[config.mk]
export PLATFORM = sky130hd
export DESIGN_NAME = truth_table_capture
export DESIGN_NICKNAME = d
export VERILOG_FILES = /design/src/rtl/truth_table_capture.sv
export SDC_FILE = /design/constraint.sdc
export NUM_CORES = 1
export LEC_CHECK = 0
export BUFFER_PORTS_ARGS = -buffer_cell sky130_fd_sc_hd__buf_4
export CAP_MARGIN = 10
export CORE_UTILIZATION = 46
export CTS_BUF_LIST = sky130_fd_sc_hd__clkbuf_16
export CTS_CLUSTER_SIZE = 28
export DETAILED_ROUTE_END_ITERATION = 16
export PLACE_DENSITY = 0.59
export SKIP_CTS_REPAIR_TIMING = 1
export SLEW_MARGIN = 20
export SYNTH_ARGS = -nofsm -noshare
export SYNTH_HDL_FRONTEND = slang
export SYNTH_SLANG_ARGS = --single-unit
[constraint.sdc]
create_clock -name clk -period 2.4 [get_ports clk]
set_input_delay 0.48 -clock clk [delete_from_list [all_inputs] [get_ports clk]]
set_output_delay 0.48 -clock clk [all_outputs]
set_load 0.03 [all_outputs]
[src/rtl/truth_table_capture.sv]
// truth_table_capture: sweeps {w,x,y,z} through rows 0..15, samples f after SETTLE cycles, stores each row in a 16-entry memory.
// Latency: SETTLE+2 cycles per row, 16*(SETTLE+2) cycles from start accept to done; read data valid 1 cycle after rd_req.
// Backpressure: start is ignored while busy; rd_req is dropped while busy. Optional signature port enabled by TTC_SIGNATURE_EN.
module truth_table_capture #(
  parameter int SETTLE = 4,
  parameter int FW     = 10
) (
  input  logic          clk,
  input  logic          rst,
  input  logic          start,
  output logic          w,
  output logic          x,
  output logic          y,
  output logic          z,
  input  logic [FW-1:0] f,
  output logic          busy,
  output logic          done,
  output logic [3:0]    row,
  input  logic          rd_req,
  input  logic [3:0]    rd_addr,
  output logic          rd_valid,
  output logic [FW-1:0] rd_data
`ifdef TTC_SIGNATURE_EN
  ,
  output logic [15:0]   sig
`endif
);

  typedef enum logic [2:0] {
    S_IDLE,
    S_DRIVE,
    S_SETTLE,
    S_SAMPLE,
    S_DONE
  } state_t;

  // Counter is loaded with SETTLE-1 so the stimulus is held exactly SETTLE cycles.
  localparam logic [7:0] LP_CNT_LOAD = 8'(SETTLE - 1);

  state_t        r_state;
  logic [3:0]    r_row;
  logic [3:0]    r_stim;
  logic [7:0]    r_cnt;
  logic          r_busy;
  logic          r_done;
  logic          r_rd_valid;
  logic [FW-1:0] r_rd_data;
  logic [FW-1:0] r_mem [16];

  logic          w_start_acc;
  logic          w_mem_we;

  assign w_start_acc = start && ((r_state == S_IDLE) || (r_state == S_DONE));
  assign w_mem_we    = !rst && (r_state == S_SAMPLE);

  // Sweep sequencer: drive a row, hold it SETTLE cycles, sample, advance.
  always_ff @(posedge clk) begin
    if (rst) begin
      r_state <= S_IDLE;
      r_row   <= 4'd0;
      r_stim  <= 4'd0;
      r_cnt   <= 8'd0;
      r_busy  <= 1'b0;
      r_done  <= 1'b0;
    end else begin
      case (r_state)
        S_IDLE, S_DONE: begin
          if (start) begin
            r_state <= S_DRIVE;
            r_row   <= 4'd0;
            r_busy  <= 1'b1;
            r_done  <= 1'b0;
          end
        end
        S_DRIVE: begin
          r_stim  <= r_row;
          r_cnt   <= LP_CNT_LOAD;
          r_state <= S_SETTLE;
        end
        S_SETTLE: begin
          if (r_cnt == 8'd0) begin
            r_state <= S_SAMPLE;
          end else begin
            r_cnt <= r_cnt - 8'd1;
          end
        end
        S_SAMPLE: begin
          if (r_row == 4'd15) begin
            r_state <= S_DONE;
            r_busy  <= 1'b0;
            r_done  <= 1'b1;
          end else begin
            r_row   <= r_row + 4'd1;
            r_state <= S_DRIVE;
          end
        end
        default: begin
          r_state <= S_IDLE;
        end
      endcase
    end
  end

  // Result memory: captured on the sample cycle, never cleared so partial sweeps keep older rows.
  always_ff @(posedge clk) begin
    if (w_mem_we) begin
      r_mem[r_row] <= f;
    end
  end

  // Host read port: one-cycle latency, only served while no sweep is running.
  always_ff @(posedge clk) begin
    if (rst) begin
      r_rd_valid <= 1'b0;
      r_rd_data  <= '0;
    end else if (rd_req && !r_busy) begin
      r_rd_valid <= 1'b1;
      r_rd_data  <= r_mem[rd_addr];
    end else begin
      r_rd_valid <= 1'b0;
    end
  end

`ifdef TTC_SIGNATURE_EN
  logic [15:0] r_sig;
  logic [15:0] w_f16;

  // Fold f into 16 bits: zero-extend narrow vectors, truncate wide ones.
  if (FW >= 16) begin : g_f_trunc
    assign w_f16 = f[15:0];
  end else begin : g_f_ext
    assign w_f16 = {{(16 - FW){1'b0}}, f};
  end

  // Rotate-xor signature over every sampled row, frozen once the sweep finishes.
  always_ff @(posedge clk) begin
    if (rst) begin
      r_sig <= 16'd0;
    end else if (w_start_acc) begin
      r_sig <= 16'd0;
    end else if (r_state == S_SAMPLE) begin
      r_sig <= {r_sig[14:0], r_sig[15]} ^ w_f16;
    end
  end

  assign sig = r_sig;
`endif

  assign {w, x, y, z} = r_stim;
  assign row          = r_row;
  assign busy         = r_busy;
  assign done         = r_done;
  assign rd_valid     = r_rd_valid;
  assign rd_data      = r_rd_data;

  // Start acceptance only matters to the optional signature; keep it referenced in all builds.
  logic w_unused_ok;
  assign w_unused_ok = w_start_acc;

endmodule

==> reports/metrics.cfg, run 1 <==
[outcome]
status=finished, final reports clean

[placement]
port_buffers=38
place_congestion=0.7534
place_area_um2=8264
place_hpwl_um=9837
pre_cts_ws_ns=0.1705
dp.cells=684

[critical_path]
cp-end-kind=register
cp_cell_sequence=nand3b_1 -> nor2_1 -> nand2_1 -> nor3_2 -> buf_4
cp-start-kind=register
reg2regPathDepth=5
arrival_ns=1.92
slowest_delay_ns=0.38
worstSetupPathType=register to register
cp_slowest_cell=dfxtp_1
crit_fanout=10
required_ns=2.51

[logic_synthesis]
yosysUniqueCellTypes=45
synth_top_family_by_area=multiplexers
synth_enable_flop_cells=160
synth_seq_cells=192
syn_avg_cell_area_um2=18.01
synth.area.mux_share_pct=15.28
synth_warnings=0
synth_ff_type=edfxtp_1
synthArstFlopShare_pct=0
synthAdderAreaFrac_pct=0.8269
syn_area_um2=7566
synthSimpleGateAreaFrac_pct=5.325
synthXorXnorAreaFrac_pct=0.1158
synth-compound-area-share_pct=4.564
syn_nets=443
netlist_instances=420
ys_seq_area_share_pct=71.97

[timing]
drv_slew=0
holdWs_ns=0.2746
fin_crit_sh_pct=75.57
tns_ns=0
setup_violations=0
rsz0062_at_grt=false
max_slew_margin_pct=63.24
setup_slack_ns=0.5863
max_freq_mhz=551.4
worstMarginPinSlew_ns=0.5514
finalHoldViolations=0
min_period_ns=1.814
fin_skew_ns=0.008979

[route]
met1Wirelength_um=6519
wl_met2_um=7517
finalWirelength_um=15390
top_layer_used=met4
ant_nets=0
avgRoutedWirePerCell_um=21.50
first_iter_violations=339
dr.pass1.iters=4
met3_wirelength_um=1120
drc=0
via_per_inst=5.494
vias=3934

[run]
maxCapViolCount=0

[grt]
grt_usage_pct=19.78
grt_max_degree=38
overflow=0
grt_pass1_wl_um=23290
grt_pass1_vias=3967
antenna_found_initial=0

[layout]
layout_commonest_cell=edfxtp_1
multi_input_area_um2=1996
final_cell_area_um2=8796
fin_cells=716
n_antenna_cell=0
final_layout_size_suffix_gt1_share_pct=27.80
area_delta_synth_final_pct=16.26
layout_common_cells=160 x edfxtp_1, 68 x buf_4, 38 x mux4_2
seq_area_um2=5445
nets=510
final_util_pct=55.17
nFillCells=1272

[floorplanning]
dieHeight_um=130.3
ios=39
rows=46
fp.coreArea_um2=15940
dieArea_um2=16970
start_util_pct=47.46
die_x_um=130.3

[clock_tree]
cts_tree=yes
insertion_delay_ns=0.42
numCtsBuffers=17
h-tree-depth=4
root_buffer=clkbuf_16
clk_pin_slew_worst_paths_ns=0.06
cts_max_path_buffers=2
cts.sinks=192

[power]
ir_drop_v=0.0004831
leakage_nw=3.004
power.total_mw=6.913
power_density_nw_per_um2=786.0

[hold_path]
hold_depth=2
hp-class=input port to register

-- per-layer routing --
layer / vias up / GRT usage (%)
met1: 1999 / 26.96
met3: 14 / 4.469
met2: 115 / 30.98
met4: 0 / 7.934
met5: - / 0
li1: 1806 / -
-- worst max-delay path: cells and delay by family, from the launching register on --
family	cells	cell delay [ns]
buffers and inverters	1	0.27
DFF	1	0.38
and+or+nand+nor	4	0.84
-- where the power goes --
group / internal, mW / switching (mW) / leakage (nW)
Sequential: 3.67 / 0.0631 / 1.70
Combinational: 0.294 / 0.354 / 1.05
Clock: 1.40 / 1.14 / 0.251
Total: 5.36 / 1.55 / 3.00
-- state kept, by name, summed over array words and instances (netlist names) --
register  flops
r_mem       160
rd_data      10
r_cnt         8
r_stim        4
row           4
r_state       3
busy          1
done          1
rd_valid      1
-- path summary, 6_finish.rpt --
kind                            slack, ns       start     endpoint
worst max-delay path                 0.59  r_state[2]  r_mem[2][2]
worst min-delay path                 0.27         rst     rd_valid
worst max register to register       0.59  r_state[2]  r_mem[2][2]
worst min register to register       0.48        done         done
-- Yosys cell counts, types with 2 or more instances --
library cell    n  share of area, %
a2bb2oi_1       9               1.0
or3_1           7              0.58
a21oi_1        10              0.66
edfxtp_1      160                64
buf_2           6              0.40
nor2_1         21               1.0
o21a_1          3              0.30
inv_1           6              0.30
or4_1           2              0.20
nand2b_1        6              0.50
buf_1           2             0.099
dfxtp_1        32               8.5
nor2b_1         3              0.25
nor3b_1         4              0.40
buf_6           2              0.30
clkbuf_1        8              0.40
mux2i_1        30               4.0
nor3_1         10              0.66
nand3_1         4              0.26
o21ai_0         2              0.13
a211oi_1        5              0.50
nand2_1        16              0.79
o21ai_1         9              0.60
ha_1            5              0.83
mux4_2         38                11
-- cells by family after synthesis --
logic type      count (synthesis)
compound gates                 48
xor+xnor                        1
fa+ha+maj                       5
buf+inv                        27
flops                         192
mux                            68
simple gates                   79
-- area by class of cell --
cell class / instances / share of cell area [%]
clock buffer: 17 / 4.836
clock inverter: 15 / 1.209
inverter: 6 / 0.2560
multi-input combinational: 201 / 22.69
sequential: 192 / 61.91
tap: 216 / 3.073
timing repair buffer: 69 / 6.031
Power figures use the tool's default switching activity.
==> inputs of run 2 (changes only) <==
==> constraint.sdc (replaced) <==
create_clock -name clk -period 1.7 [get_ports clk]
set_input_delay 0.34 -clock clk [delete_from_list [all_inputs] [get_ports clk]]
set_output_delay 0.34 -clock clk [all_outputs]
set_load 0.03 [all_outputs]
==> run 2 against run 1 <==
Count of clock-buffer cells in the layout unchanged. Clock skew is essentially flat. Maximum frequency grew 12%. Core utilization up 3.2 points. First-iteration DRC count down 4.4%. Critical endpoint is now r_mem[0][4]. Highest routed layer unchanged.
==> reports/metrics.cfg, run 2 (same netlist as run 1, synthesis figures left out) <==
[grt]
antenna_found_initial=0  ; unchanged
overflow=0  ; unchanged
grtUsageMet1_pct=26.93  ; -0.037 points
gr-usage-met2_pct=33.89  ; +2.9 points
grt_pass1_wl_um=24350  ; +4.5%
top_usage_layer=met2
grt_pass1_vias=4256  ; +7.3%
grt_use_met3_pct=3.608  ; -0.86 points
grt_usage_pct=20.34  ; +0.56 points
grt_max_degree=22  ; -42%

[power]
power.net_switching_mw=2.310  ; +49%
ir_drop_v=0.0007078  ; +46%
switching_share_pct=22.71  ; +0.26 points
power_density_nw_per_um2=1092  ; +39%
p_int_mw=7.860  ; +47%
p_clk_share_pct=37.8  ; +1.1 points
combPwrFrac_pct=10.4  ; +1.0 points
p_seq_share_pct=51.8  ; -2.2 points
leakage_nw=3.235  ; +7.7%

[floorplanning]
dieHeight_um=130.3  ; unchanged
dieArea_um2=16970  ; unchanged
fp.coreArea_um2=15940  ; unchanged
ios=39  ; unchanged
die_x_um=130.3  ; unchanged
start_util_pct=47.46  ; unchanged
rows=46  ; unchanged

[clock_tree]
cts.sinks=192  ; unchanged
numCtsBuffers=17  ; unchanged
insertion_delay_ns=0.43  ; about the same
clk_pin_slew_worst_paths_ns=0.06  ; about the same
root_buffer=clkbuf_16
h-tree-depth=4  ; unchanged
cts_tree=yes
cts_max_path_buffers=2  ; unchanged

[timing]
fin_skew_ns=0.009267  ; +0.0002880 ns
tns_ns=0  ; unchanged
min_period_ns=1.616  ; -0.1976 ns
holdWs_ns=0.2107  ; -0.06387 ns
setup_violations=0  ; unchanged
max_freq_mhz=618.8  ; +12%
max_slew_margin_pct=71.01  ; +7.8 points
finalHoldViolations=0  ; unchanged
rsz0062_at_grt=true
fin_crit_sh_pct=95.07  ; +19 points
drv_slew=0  ; unchanged
worstMarginPinSlew_ns=0.4338  ; -0.1176 ns
setup_slack_ns=0.08387  ; -0.5024 ns

[critical_path]
required_ns=1.83  ; -0.68 ns
worstReg2RegStart=r_state[2]
r2r-end=r_mem[0][4]
arrival_ns=1.75  ; -0.17 ns
cp-start-kind=register
worstSetupPathType=register to register
cp-end-kind=register
reg2regPathDepth=5  ; unchanged
reg2reg_slack_ns=0.08  ; -0.50 ns
crit_fanout=10  ; unchanged

[layout]
layout_common_cells=160 x edfxtp_1, 86 x buf_4, 38 x mux4_2
final_cell_area_um2=9311  ; +5.9%
n_antenna_cell=0  ; unchanged
area_delta_synth_final_pct=23.07
nets=542  ; +6.3%
regMostFlops=r_mem
layout_commonest_cell=edfxtp_1
largest_reg_flops=160  ; unchanged
final_layout_size_suffix_gt1_share_pct=36.47  ; +8.7 points
final_util_pct=58.41  ; +3.2 points

[route]
drc=0  ; unchanged
avgRoutedWirePerCell_um=20.69  ; -3.7%
finalWirelength_um=15480  ; +0.55%
dr.pass1.iters=4  ; unchanged
ant_nets=0  ; unchanged
vias=4007  ; +1.9%
first_iter_violations=324  ; -4.4%
via_per_inst=5.357  ; -2.5%

[placement]
port_buffers=38  ; unchanged
place_hpwl_um=10640  ; +8.1%
place_congestion=0.7850  ; +4.2%
pre_cts_ws_ns=-0.1594  ; -0.3299 ns
place_area_um2=8721  ; +5.5%

[run]
maxCapViolCount=0  ; unchanged

[hold_path]
min_to=r_state[2]
holdCritStartpoint=start
hold_depth=3  ; +1
hp-class=input port to register

[outcome]
status=finished, final reports clean

==> run 2: critical path, cell delays in order, from the launching register on <==
cell      delay [ns]
dfxtp_1         0.31
nand3b_1        0.20
nor2_2          0.17
nand2_1         0.20
nor3_4          0.26
buf_12          0.18
==> run 2: routing by layer <==
metal  vias to the layer above  part of all wire (%)
li1                       1878                     -
met1                      2025                    45
met2                        83                    50
met3                        21                   3.4
met4                         0                   1.7
met5                         -                     0
==> run 2: worst max path at each step <==
stage                          start  slack (ns)  depth (start not counted)          end
after floorplan           r_state[2]        -0.1                          5  r_mem[1][0]
after global placement    rd_addr[2]       -0.17                          6   rd_data[1]
after detailed placement  rd_addr[2]       -0.16                          6   rd_data[6]
after CTS                   r_cnt[0]       0.007                          6     r_cnt[7]
after global routing      r_state[2]      -0.009                          5  r_mem[0][4]
final                     r_state[2]        0.08                          5  r_mem[0][4]
==> run 2: through the flow <==
stage | std cells | power (mW)
CTS | 748 | 10.23
detailed placement | 716 | 6.422
global placement | 716 | 6.388
floorplan | 420 | 6.005
global route | 748 | 10.50
finish | 748 | 10.17
==> run 2: layout make-up <==
class | count | area [um^2]
clock inverter | 15 | 145.1
sequential | 192 | 5450
tap | 216 | 270.3
clock buffer | 17 | 425.4
timing repair buffer | 101 | 945.9
inverter | 6 | 22.52
multi-input combinational | 201 | 2052
fill | 1219 | 6631
==> run 2: power groups by stage <==
stage	logic (mW)	clock network [mW]	registers, mW
CTS	1.06	3.91	5.27
finish	1.06	3.84	5.27
global route	1.16	4.06	5.28
detailed placement	1.05	0	5.37
floorplan	0.602	0	5.40
global placement	1.03	0	5.36
